`config.mk`:
```
export PLATFORM = sky130hd
export DESIGN_NAME = dqsw_training_ctrl
export DESIGN_NICKNAME = d
export VERILOG_FILES = /design/src/rtl/dqsw_training_ctrl.sv
export SDC_FILE = /design/constraint.sdc
export NUM_CORES = 1
export LEC_CHECK = 0
export CAP_MARGIN = 15
export CELL_PAD_IN_SITES_DETAIL_PLACEMENT = 1
export CELL_PAD_IN_SITES_GLOBAL_PLACEMENT = 2
export CORE_UTILIZATION = 33
export CTS_CLUSTER_DIAMETER = 120
export DETAILED_ROUTE_END_ITERATION = 8
export PLACE_DENSITY = 0.79
export REMOVE_ABC_BUFFERS = 1
export SLEW_MARGIN = 20
export SYNTH_ARGS = -nofsm -noshare
export SYNTH_HDL_FRONTEND = slang
export SYNTH_SLANG_ARGS = --single-unit
```
`constraint.sdc`:
```
create_clock -name FAB_CLK -period 3.5 [get_ports FAB_CLK]
set_clock_uncertainty 0.1 [all_clocks]
set_input_delay 0.7 -clock FAB_CLK [delete_from_list [all_inputs] [get_ports FAB_CLK]]
set_output_delay 0.7 -clock FAB_CLK [all_outputs]
set_load 0.005 [all_outputs]
```
`src/rtl/dqsw_training_ctrl.sv`:
```
// dqsw_training_ctrl: sweeps the DQSW IOD delay line, finds the early-to-late transition and backs off a fixed number of taps
module dqsw_training_ctrl #(
  parameter int TAP_W = 7,
  parameter int MAX_TAP = 127,
  parameter int SETTLE_CYCLES = 8,
  parameter int SAMPLE_CYCLES = 16,
  parameter int BACKOFF_TAPS = 2
) (
  input  logic             FAB_CLK,
  input  logic             SYNC_RST,
  input  logic             START,
  output logic             BUSY,
  output logic             DONE,
  output logic             FAIL,
  output logic [1:0]       FAIL_CODE,
  output logic [TAP_W-1:0] TAP_VALUE,
  output logic             DELAY_LINE_LOAD,
  output logic             DELAY_LINE_MOVE,
  output logic             DELAY_LINE_DIRECTION,
  output logic             EYE_MONITOR_CLEAR_FLAGS,
  input  logic             EYE_MONITOR_EARLY,
  input  logic             EYE_MONITOR_LATE,
  input  logic             DELAY_LINE_OUT_OF_RANGE
);
  typedef enum logic [3:0] {
    S_IDLE, S_LOAD, S_SETTLE, S_CLEAR, S_SAMPLE, S_EVAL, S_STEP, S_BACKOFF, S_DONE, S_FAIL
  } state_t;
  state_t state_q, state_d;
  logic [TAP_W-1:0] tap_q, tap_d, rem_q, rem_d;
  logic [7:0] cnt_q, cnt_d;
  logic [1:0] code_q, code_d;
  logic dir_q, dir_d, early_q, early_d, late_q, late_d, eph_q, eph_d, move, bo_ok;
  assign bo_ok = int'(tap_q) >= BACKOFF_TAPS;
  assign BUSY = !(state_q inside {S_IDLE, S_DONE, S_FAIL});
  assign DONE = state_q == S_DONE;
  assign FAIL = state_q == S_FAIL;
  assign FAIL_CODE = code_q;
  assign TAP_VALUE = tap_q;
  assign DELAY_LINE_LOAD = state_q == S_LOAD;
  assign DELAY_LINE_MOVE = move;
  assign DELAY_LINE_DIRECTION = dir_q;
  assign EYE_MONITOR_CLEAR_FLAGS = state_q == S_CLEAR;
  always_comb begin
    state_d = state_q;
    tap_d = tap_q;
    rem_d = rem_q;
    dir_d = dir_q;
    code_d = code_q;
    early_d = early_q;
    late_d = late_q;
    eph_d = eph_q;
    move = 1'b0;
    case (state_q)
      S_IDLE, S_DONE, S_FAIL: begin
        dir_d = (state_q == S_DONE) ? 1'b1 : dir_q;
        if (START) begin
          state_d = S_LOAD;
          code_d = 2'b00;
          eph_d = 1'b0;
        end
      end
      S_LOAD: begin
        tap_d = '0;
        dir_d = 1'b1;
        state_d = S_SETTLE;
      end
      S_SETTLE: state_d = (cnt_q == 8'(SETTLE_CYCLES - 1)) ? S_CLEAR : S_SETTLE;
      S_CLEAR: begin
        early_d = 1'b0;
        late_d = 1'b0;
        state_d = S_SAMPLE;
      end
      S_SAMPLE: begin
        early_d = early_q | EYE_MONITOR_EARLY;
        late_d = late_q | EYE_MONITOR_LATE;
        state_d = (cnt_q == 8'(SAMPLE_CYCLES - 1)) ? S_EVAL : S_SAMPLE;
      end
      S_EVAL: begin
        eph_d = eph_q | (early_q & ~late_q);
        if (late_q && !early_q && eph_q) begin
          state_d = bo_ok ? S_BACKOFF : S_FAIL;
          code_d = bo_ok ? 2'b00 : 2'b11;
          rem_d = TAP_W'(BACKOFF_TAPS);
        end else if (tap_q == TAP_W'(MAX_TAP)) begin
          state_d = S_FAIL;
          code_d = 2'b01;
        end else
          state_d = S_STEP;
      end
      S_STEP: begin
        move = 1'b1;
        tap_d = tap_q + 1'b1;
        state_d = S_SETTLE;
      end
      S_BACKOFF: begin
        if (rem_q == '0)
          state_d = S_DONE;
        else if (!cnt_q[0])
          dir_d = 1'b0;
        else begin
          move = 1'b1;
          tap_d = tap_q - 1'b1;
          rem_d = rem_q - 1'b1;
          state_d = (rem_q == TAP_W'(1)) ? S_DONE : S_BACKOFF;
        end
      end
      default: state_d = S_IDLE;
    endcase
    if (DELAY_LINE_OUT_OF_RANGE && BUSY && state_q != S_LOAD) begin
      state_d = S_FAIL;
      code_d = 2'b10;
      move = 1'b0;
      tap_d = tap_q;
      rem_d = rem_q;
    end
    cnt_d = (state_d == state_q) ? cnt_q + 8'd1 : 8'd0;
  end
  always_ff @(posedge FAB_CLK)
    if (SYNC_RST) begin
      state_q <= S_IDLE;
      tap_q <= '0;
      rem_q <= '0;
      cnt_q <= '0;
      code_q <= '0;
      dir_q <= 1'b0;
      early_q <= 1'b0;
      late_q <= 1'b0;
      eph_q <= 1'b0;
    end else begin
      state_q <= state_d;
      tap_q <= tap_d;
      rem_q <= rem_d;
      cnt_q <= cnt_d;
      code_q <= code_d;
      dir_q <= dir_d;
      early_q <= early_d;
      late_q <= late_d;
      eph_q <= eph_d;
    end
endmodule

```
==> flow_summary.json, run 1 <==
{
  "internal-power_mw": 0.613,
  "io_pins": 22,
  "syn_to_final_growth_pct": 20.4,
  "avgSynthCellArea_sq_um": 8.15,
  "crit_end": "DELAY_LINE_MOVE",
  "dieArea_sq_um": 6190,
  "synth_compound_area_frac": 0.237,
  "n_antenna_cell": 0,
  "worstPathRequired_ns": 2.70,
  "drt-total-wl_microns": 5310,
  "initial_utilization": 0.348,
  "power_density_nw_per_um2": 347,
  "die_w_microns": 78.7,
  "antenna_found_initial": 0,
  "gr-total-overflow": 0,
  "cp_slowest_stage_delay_ns": 0.54,
  "postLayoutSetupSlackWorst_ns": 0.356,
  "cts_setup_buffers": 0,
  "finalSetupViolations": 0,
  "drtPass1Iterations": 4,
  "ys_seq_area_frac": 0.330,
  "drv_cap": 0,
  "ys_ff_latch": 32,
  "crit_slowest_cell": "clkdlybuf4s50_1",
  "final_common_cell": "dfxtp_1",
  "slew_violations": 0,
  "root_buffer": "clkbuf_8",
  "clock_power_share": 0.445,
  "viasPerCell": 5.62,
  "setup_tns_ns": 0,
  "row_count": 27,
  "rsz0062_at_grt": "no",
  "yosys.area_share.xor_xnor": 0.0316,
  "pre_cts_slack_ns": 0.365,
  "p_leak_nw": 0.885,
  "reg2reg_to": "TAP_VALUE[6]",
  "end_kind": "primary output",
  "peakVddDrop_uv": 126,
  "criticalPathCategory": "primary input to primary output",
  "synth_top_family_by_area": "simple AND/OR/NAND/NOR gates",
  "worst_path_most_repeated_cell": "clkdlybuf4s50_1",
  "synthDistinctLibCells": 55,
  "nFillCells": 677,
  "synth_fa_ha_area_frac": 0.0619,
  "clock_path_buffers": 2,
  "synth_simple_gate_area_share": 0.292,
  "outcome": "complete, no violations",
  "mostFrequentLayoutCells": "dfxtp_1 (32), clkdlybuf4s50_1 (21), nand2_1 (19)",
  "htreeDepth": 2,
  "nets": 275,
  "grt_max_degree": 21,
  "core_sq_um": 5570,
  "vias": 1872,
  "grt_usage": 0.187,
  "cp.arrival_ns": 2.34,
  "cp_max_fo": 7,
  "io_buffers": 21,
  "dp_hpwl_microns": 3940,
  "hp-class": "flip-flop to flip-flop",
  "clkSlewWorstSetupHoldPaths_ns": 0.07,
  "clkLatencyLatePin_ns": 0.29,
  "synthMuxAreaShare": 0.0103,
  "switching_share": 0.244,
  "power_frac_comb": 0.083,
  "cts_buffers": 5,
  "regToRegSetupSlack_ns": 0.61,
  "power_mw": 0.810,
  "finalHoldViolCount": 0,
  "r2r-start": "state_q[3]",
  "crit_start": "DELAY_LINE_OUT_OF_RANGE",
  "ant_nets": 0,
  "cts_tree": "built",
  "dpl_cell_area_sq_um": 2230,
  "cts_hold_buffers": 0,
  "switchingPower_mw": 0.198,
  "drt-wirelength-per-cell_microns": 16.0,
  "startpoint_type": "primary input",
  "grt_pass1_wl_microns": 9050,
  "clock_sinks": 32,
  "cts_resized": 0,
  "grt_pass1_vias": 1817,
  "yosysWarningCount": 0,
  "syn_area_sq_um": 1940,
  "gp_congestion": 0.812,
  "crit_path_cell_trace": "clkdlybuf4s50_1, nand3b_1, a21o_1, inv_2, clkdlybuf4s50_1",
  "drive_gt1_frac": 0.0766,
  "worst_pin_slew_ns": 0.703,
  "seqPwrFrac": 0.472,
  "synth_flop_cell": "dfxtp_1",
  "r2r_cells": 9,
  "drt_iter0_drc": 30,
  "synth_cells": 238,
  "die_h_microns": 78.7,
  "synthArstFlopShare": 0,
  "utilization": 0.419,
  "fin_crit_sh": 0.898,
  "synth_edf_count": 0,
  "drc_errors": 0,
  "slew_headroom": 0.531,
  "max_freq_mhz": 318,
  "period_minus_slack_ns": 3.14,
  "final_area_sq_um": 2330
}
## worst min-delay path by stage
stage,from,to,slack [ns],cells past startpoint
2_1_floorplan,rem_q[5],rem_q[5],0.35,2
3_3_place_gp,rem_q[6],rem_q[6],0.37,1
3_5_place_dp,FAIL_CODE[1],FAIL_CODE[1],0.37,2
4_1_cts,rem_q[6],rem_q[6],0.39,1
5_1_grt,FAIL_CODE[1],FAIL_CODE[1],0.40,2
6_report,rem_q[6],rem_q[6],0.39,1
## stage by stage
step | std cells | hold WS (ns)
2_1_floorplan | 228 | 0.353
3_3_place_gp | 325 | 0.366
3_5_place_dp | 325 | 0.374
4_1_cts | 333 | 0.391
5_1_grt | 333 | 0.399
6_report | 333 | 0.390
## layer usage
layer  vias up  GRT usage  wire length, microns
met5         -          0                     0
met4         0     0.0556                    62
met3         5     0.0349                    98
met2        18      0.296                  2400
met1       903      0.257                  2750
li1        946          -                     -
## registers in the layout, indices dropped and copies added, names as in the netlist
| name | count |
|---|---|
| late_q | 1 |
| FAIL_CODE | 2 |
| rem_q | 7 |
| eph_q | 1 |
| TAP_VALUE | 7 |
| early_q | 1 |
| cnt_q | 8 |
| DELAY_LINE_DIRECTION | 1 |
| state_q | 4 |
## power by group through the flow
stage | clock network [mW] | registers (mW) | logic (mW)
final | 0.360 | 0.383 | 0.0674
after global routing | 0.388 | 0.384 | 0.0758
after CTS | 0.369 | 0.382 | 0.0687
after detailed placement | 0 | 0.391 | 0.0684
after global placement | 0 | 0.391 | 0.0679
after floorplan | 0 | 0.387 | 0.0358
## critical path, delay by kind of cell
family	cells	cell delay [ns]
AO/OA/AOI/OAI	1	0.20
buffers and inverters	3	1.20
AND/OR/NAND/NOR	1	0.24
## cell type report
cell class,count,area (sq um),area share
timing repair buffer,25,240,0.103
sequential,32,641,0.274
clock buffer,6,72.6,0.0311
clock inverter,2,35.0,0.0150
multi-input combinational,188,1230,0.525
tap,72,90.1,0.0386
inverter,8,30.0,0.0129
## cells by family (layout without fill, tap and decap cells)
family / Yosys count / after routing
compound gates: 70 / 70
simple gates: 100 / 100
buf+inv: 18 / 41
xor+xnor: 7 / 7
mux: 2 / 2
fa+ha+maj: 9 / 9
flops: 32 / 32
## synth_stat cells, types with 2 or more instances
master / number / share of area
a21oi_1: 17 / 0.044
nand4b_1: 3 / 0.014
xnor2_1: 4 / 0.018
a211o_1: 2 / 0.0090
o21ai_1: 2 / 0.0052
or3_1: 6 / 0.019
or4b_1: 2 / 0.010
a311oi_1: 3 / 0.014
o211ai_1: 3 / 0.012
a211oi_1: 4 / 0.015
nor2_1: 11 / 0.021
xor2_1: 3 / 0.014
nand2b_1: 4 / 0.013
nor3_1: 15 / 0.039
a31oi_1: 9 / 0.029
a21o_1: 4 / 0.015
or4_1: 4 / 0.015
and3_1: 4 / 0.013
buf_2: 4 / 0.010
nor2b_1: 2 / 0.0065
clkbuf_1: 6 / 0.012
nand3b_1: 3 / 0.012
ha_1: 8 / 0.052
inv_1: 7 / 0.014
nand2_1: 19 / 0.037
dfxtp_1: 32 / 0.33
o21ai_0: 13 / 0.034
mux2i_1: 2 / 0.010
nand3_1: 16 / 0.041
Power figures use the tool's default switching activity.
==> run 2, diff against run 1 <==
--- a/config.mk
+++ b/config.mk
@@ -5,7 +5,7 @@
 export SDC_FILE = /design/constraint.sdc
 export NUM_CORES = 1
 export LEC_CHECK = 0
-export CAP_MARGIN = 15
+export CAP_MARGIN = 40
 export CELL_PAD_IN_SITES_DETAIL_PLACEMENT = 1
 export CELL_PAD_IN_SITES_GLOBAL_PLACEMENT = 2
 export CORE_UTILIZATION = 33
@@ -13,7 +13,6 @@
 export DETAILED_ROUTE_END_ITERATION = 8
 export PLACE_DENSITY = 0.79
 export REMOVE_ABC_BUFFERS = 1
-export SLEW_MARGIN = 20
 export SYNTH_ARGS = -nofsm -noshare
 export SYNTH_HDL_FRONTEND = slang
 export SYNTH_SLANG_ARGS = --single-unit
==> results of run 2 <==
Final layout, timing and power as in run 1 (identical DEF).
==> run 3, diff against run 2 <==
--- a/config.mk
+++ b/config.mk
@@ -13,6 +13,7 @@
 export DETAILED_ROUTE_END_ITERATION = 8
 export PLACE_DENSITY = 0.79
 export REMOVE_ABC_BUFFERS = 1
+export SETUP_SLACK_MARGIN = 0.5
 export SYNTH_ARGS = -nofsm -noshare
 export SYNTH_HDL_FRONTEND = slang
 export SYNTH_SLANG_ARGS = --single-unit
==> run 3 against run 2 <==
Combinational power about the same; sequential share of layout area decreased by 0.079 points; die area unchanged; clock-buffer cell count unchanged; non-clock buffer count increased by 1; power decreased by 0.15%; worst hold slack about the same; worst setup slack improved by 0.37 ns; critical path depth increased by 4; global-route usage increased by 0.25 points.
==> flow_summary.json, run 3 (synthesized netlist as in run 1, its figures left out) <==
{
  "criticalPathCategory": "flip-flop to flip-flop",
  "dp_hpwl_microns": 3940,
  "drt_iter0_drc": 36,
  "hp-class": "flip-flop to flip-flop",
  "htreeDepth": 2,
  "outcome": "complete, no violations",
  "postLayoutSetupSlackWorst_ns": 0.729,
  "nFillCells": 678,
  "dieArea_sq_um": 6190,
  "multi_input_area_sq_um": 1240,
  "antenna_found_initial": 0,
  "grt_usage": 0.190,
  "register_area_sq_um": 649,
  "mostFrequentLayoutCells": "dfxtp_1 (27), nand2_1 (19), clkdlybuf4s50_1 (19)",
  "finalHoldViolCount": 0,
  "gr-total-overflow": 0,
  "largest_reg_flops": 8,
  "drt-wirelength-per-cell_microns": 16.1,
  "regMostFlops": "cnt_q",
  "worstPathRequired_ns": 3.61,
  "root_buffer": "clkbuf_8",
  "peakVddDrop_uv": 126,
  "finalSetupViolations": 0,
  "clock_sinks": 32,
  "viasPerCell": 5.68,
  "drt-total-wl_microns": 5380,
  "die_h_microns": 78.7,
  "grt_pass1_vias": 1823,
  "cts_hold_buffers": 0,
  "fin_crit_sh": 0.792,
  "grt_max_degree": 21,
  "drtPass1Iterations": 4,
  "grt_pass1_wl_microns": 9140,
  "cts_tree": "built",
  "power_density_nw_per_um2": 341,
  "slew_headroom": 0.532,
  "clkSlewWorstSetupHoldPaths_ns": 0.07,
  "n_antenna_cell": 0,
  "gp_congestion": 0.812,
  "cts_buffers": 5,
  "clkLatencyLatePin_ns": 0.29,
  "core_sq_um": 5570,
  "pre_cts_slack_ns": 0.365,
  "clock_path_buffers": 2,
  "final_common_cell": "dfxtp_1",
  "die_w_microns": 78.7,
  "initial_utilization": 0.348,
  "ant_nets": 0,
  "worst_pin_slew_ns": 0.702,
  "p_leak_nw": 0.917,
  "period_minus_slack_ns": 2.77,
  "vias": 1896,
  "drive_gt1_frac": 0.107,
  "io_buffers": 21,
  "setup_tns_ns": 0,
  "max_freq_mhz": 361,
  "row_count": 27,
  "nets": 276,
  "cp.arrival_ns": 2.89,
  "drv_cap": 0,
  "rsz0062_at_grt": "yes",
  "io_pins": 22,
  "syn_to_final_growth_pct": 22.4,
  "drc_errors": 0,
  "startpoint_type": "flip-flop",
  "end_kind": "flip-flop",
  "slew_violations": 0,
  "cp_max_fo": 12
}
-- run 3: metrics by stage --
| stage | total power, mW | hold slack, ns | instances | area (sq um) | utilization |
|---|---|---|---|---|---|
| 2_1_floorplan | 0.423 | 0.353 | 228 | 1900 | - |
| 3_3_place_gp | 0.459 | 0.366 | 325 | 2230 | 0.400 |
| 3_5_place_dp | 0.459 | 0.374 | 325 | 2230 | 0.400 |
| 4_1_cts | 0.821 | 0.393 | 333 | 2340 | 0.421 |
| 5_1_grt | 0.848 | 0.399 | 334 | 2370 | 0.426 |
| 6_report | 0.809 | 0.390 | 334 | 2370 | 0.426 |
-- run 3: path summary, 6_finish.rpt --
path | from | endpoint | slack, ns | cells after the start
setup / recovery | state_q[1] | TAP_VALUE[6] | 0.73 | 9
hold / removal | FAIL_CODE[1] | FAIL_CODE[1] | 0.39 | 2
setup reg to reg | state_q[1] | TAP_VALUE[6] | 0.73 | 9
hold reg to reg | FAIL_CODE[1] | FAIL_CODE[1] | 0.39 | 2
-- run 3: power breakdown --
group / switching, mW / leakage, nW / internal [mW] / total [mW]
clock network: 0.148 / 0.0552 / 0.211 / 0.359
logic: 0.0364 / 0.601 / 0.0309 / 0.0673
registers: 0.0130 / 0.261 / 0.370 / 0.383
total: 0.197 / 0.917 / 0.612 / 0.809
-- run 3: critical path, stage by stage (launching register included) --
cell and delay [ns]:
dfxtp_1 0.56, nand4b_1 0.15, buf_4 0.19, inv_1 0.22, ha_1 0.34, a211oi_1 0.27, nor2_1 0.11, mux2i_1 0.14
or4_1 0.47, a31oi_1 0.16
-- run 3: what timing repair did --
action	in CTS	in global routing
endpoints found under the setup margin	1	3
setup buffers	0	1
pin swaps	0	2
resized for setup	2	10
-- run 3: cell type report --
type / count / area share
clock inverters: 2 / 0.0148
repair buffers: 26 / 0.105
inverters: 8 / 0.0137
multi-input cells: 188 / 0.525
flip-flops and latches: 32 / 0.274
well taps: 72 / 0.0380
clock buffers: 6 / 0.0306
-- run 3: routing by layer --
metal,global-route usage,up-vias,wire [microns]
li1,-,946,-
met1,0.257,925,2730
met2,0.303,20,2480
met3,0.0349,5,104
met4,0.0556,0,62
met5,0,-,0
==> RTL edit: new RTL, config.mk and constraints of run 3 <==
`TAP_W`: 7 -> 14.
--- a/src/rtl/dqsw_training_ctrl.sv
+++ b/src/rtl/dqsw_training_ctrl.sv
@@ -1,5 +1,5 @@
 // dqsw_training_ctrl: sweeps the DQSW IOD delay line, finds the early-to-late transition and backs off a fixed number of taps
 module dqsw_training_ctrl #(
-  parameter int TAP_W = 7,
+  parameter int TAP_W = 14,
   parameter int MAX_TAP = 127,
   parameter int SETTLE_CYCLES = 8,
Ports: changed (resized TAP_VALUE); port bits go from 22 to 29. No check against the original RTL was run, so the function may have changed too.
==> RTL edit against run 3 <==
Synthesized area is 49% higher. Non-clock buffer count is 15 higher. Combinational power is 77% higher. Setup slack worse by 0.13 ns. Sequential power is 42% higher. Utilization is 0.92 points lower. Critical endpoint is now TAP_VALUE[12]$_SDFFE_PP0P_. Sequential share of layout area is 0.86 points lower. Routed wire length is 51% higher. Power is 24% higher. Cell area is 46% higher. Count of clock-buffer cells in the layout is 1 higher. Sequential cell count is 14 higher. Critical path depth is 1 higher.
==> RTL edit: results (changes against run 3) <==
status: finished clean
DRT iter0 DRCs: 94 (+160%)
worst reg2reg path endpoint: TAP_VALUE[12]$_SDFFE_PP0P_
worst vdd ir: 0.1217 mV (-3.6%)
sw frac: 26.21% (+1.9 points)
worst-path maximum fanout: 6 (-6)
met1 GRT Util: 26.60% (+0.86 points)
Reg2Reg Depth: 10 (+1)
Worst Tran Pin Value: 0.7056 ns (+0.003286 ns)
routed vias/inst: 5.544 (-2.3%)
Detail Placement HPWL: 5.998 mm (+52%)
first-pass GRT wire length: 13.61 mm (+49%)
grt met3 use: 3.110% (-0.38 points)
fmax: 344.8 MHz (-4.5%)
post-synthesis compound-gate area fraction: 18.35% (-5.3 points)
layout cells sized above 1: 9.873% (-0.81 points)
Fillers: 1023 (+51%)
M2 GR Usage: 30.95% (+0.60 points)
adder-cell share of the synthesized area: 7.616% (+1.4 points)
post-synthesis sequential area ratio: 31.85% (-1.2 points)
non-filler cells, final: 500 (+50%)
DR WL met2: 3.760 mm (+51%)
top cells by count, synth: nor2_1, dfxtp_1, a21oi_1, nand2_1, nand3_1
Reg clk slew, reported paths: 0.09 ns (+0.02 ns)
hold_sp: rem_q[1]$_SDFFE_PP0P_
DRT met1 WL: 4.108 mm (+51%)
synth unique cells: 63 (+15%)
worst slack at placement: 0.4081 ns (+0.04265 ns)
Port Buffer Count: 28 (+33%)
Inst Count DP: 489 (+50%)
Pleak: 1.413 nW (+54%)
## RTL edit: metrics by stage
stage               util (%)  total power, mW  hold slack [ns]  area [sq um]
floorplan                  -           0.6147           0.3712          2814
global route           41.66            1.049           0.4373          3475
finish                 41.66            1.002           0.4070          3475
global placement       39.57           0.6737           0.3862          3301
CTS                    41.12            1.019           0.4105          3430
detailed placement     39.57           0.6750           0.3986          3301
## RTL edit: worst max path at each step
stage | endpoint | cells after the start | from
floorplan | TAP_VALUE[12]$_SDFFE_PP0P_ | 9 | state_q[0]$_SDFF_PP0_
global placement | DELAY_LINE_MOVE | 5 | DELAY_LINE_OUT_OF_RANGE
detailed placement | DELAY_LINE_MOVE | 5 | DELAY_LINE_OUT_OF_RANGE
CTS | DELAY_LINE_MOVE | 5 | rem_q[2]$_SDFFE_PP0P_
global route | TAP_VALUE[12]$_SDFFE_PP0P_ | 10 | state_q[3]$_SDFF_PP0_
finish | TAP_VALUE[12]$_SDFFE_PP0P_ | 10 | state_q[3]$_SDFF_PP0_
## RTL edit: layout make-up
class	instances	share of cell area, %
Inverter	9	1.080
Clock buffer	7	2.485
Tap cell	105	3.781
Clock inverter	1	0.1440
Multi-Input combinational cell	291	55.17
Sequential cell	46	26.50
Timing Repair Buffer	41	10.84
## RTL edit: power groups by stage
stage	Combinational (mW)	Clock, mW	Sequential [mW]
after detailed placement	0.119	0	0.556
after CTS	0.120	0.356	0.543
final	0.119	0.339	0.543
after global placement	0.118	0	0.555
after global routing	0.132	0.372	0.545
after floorplan	0.0544	0	0.560
## RTL edit: cell families after synthesis
family / after synthesis
and+or+nand+nor: 166
AOI/OAI and AO/OA: 83
DFF: 46
buffers and inverters: 25
xor gates and xnor gates: 23
adders and majority gates: 17
muxes: 2
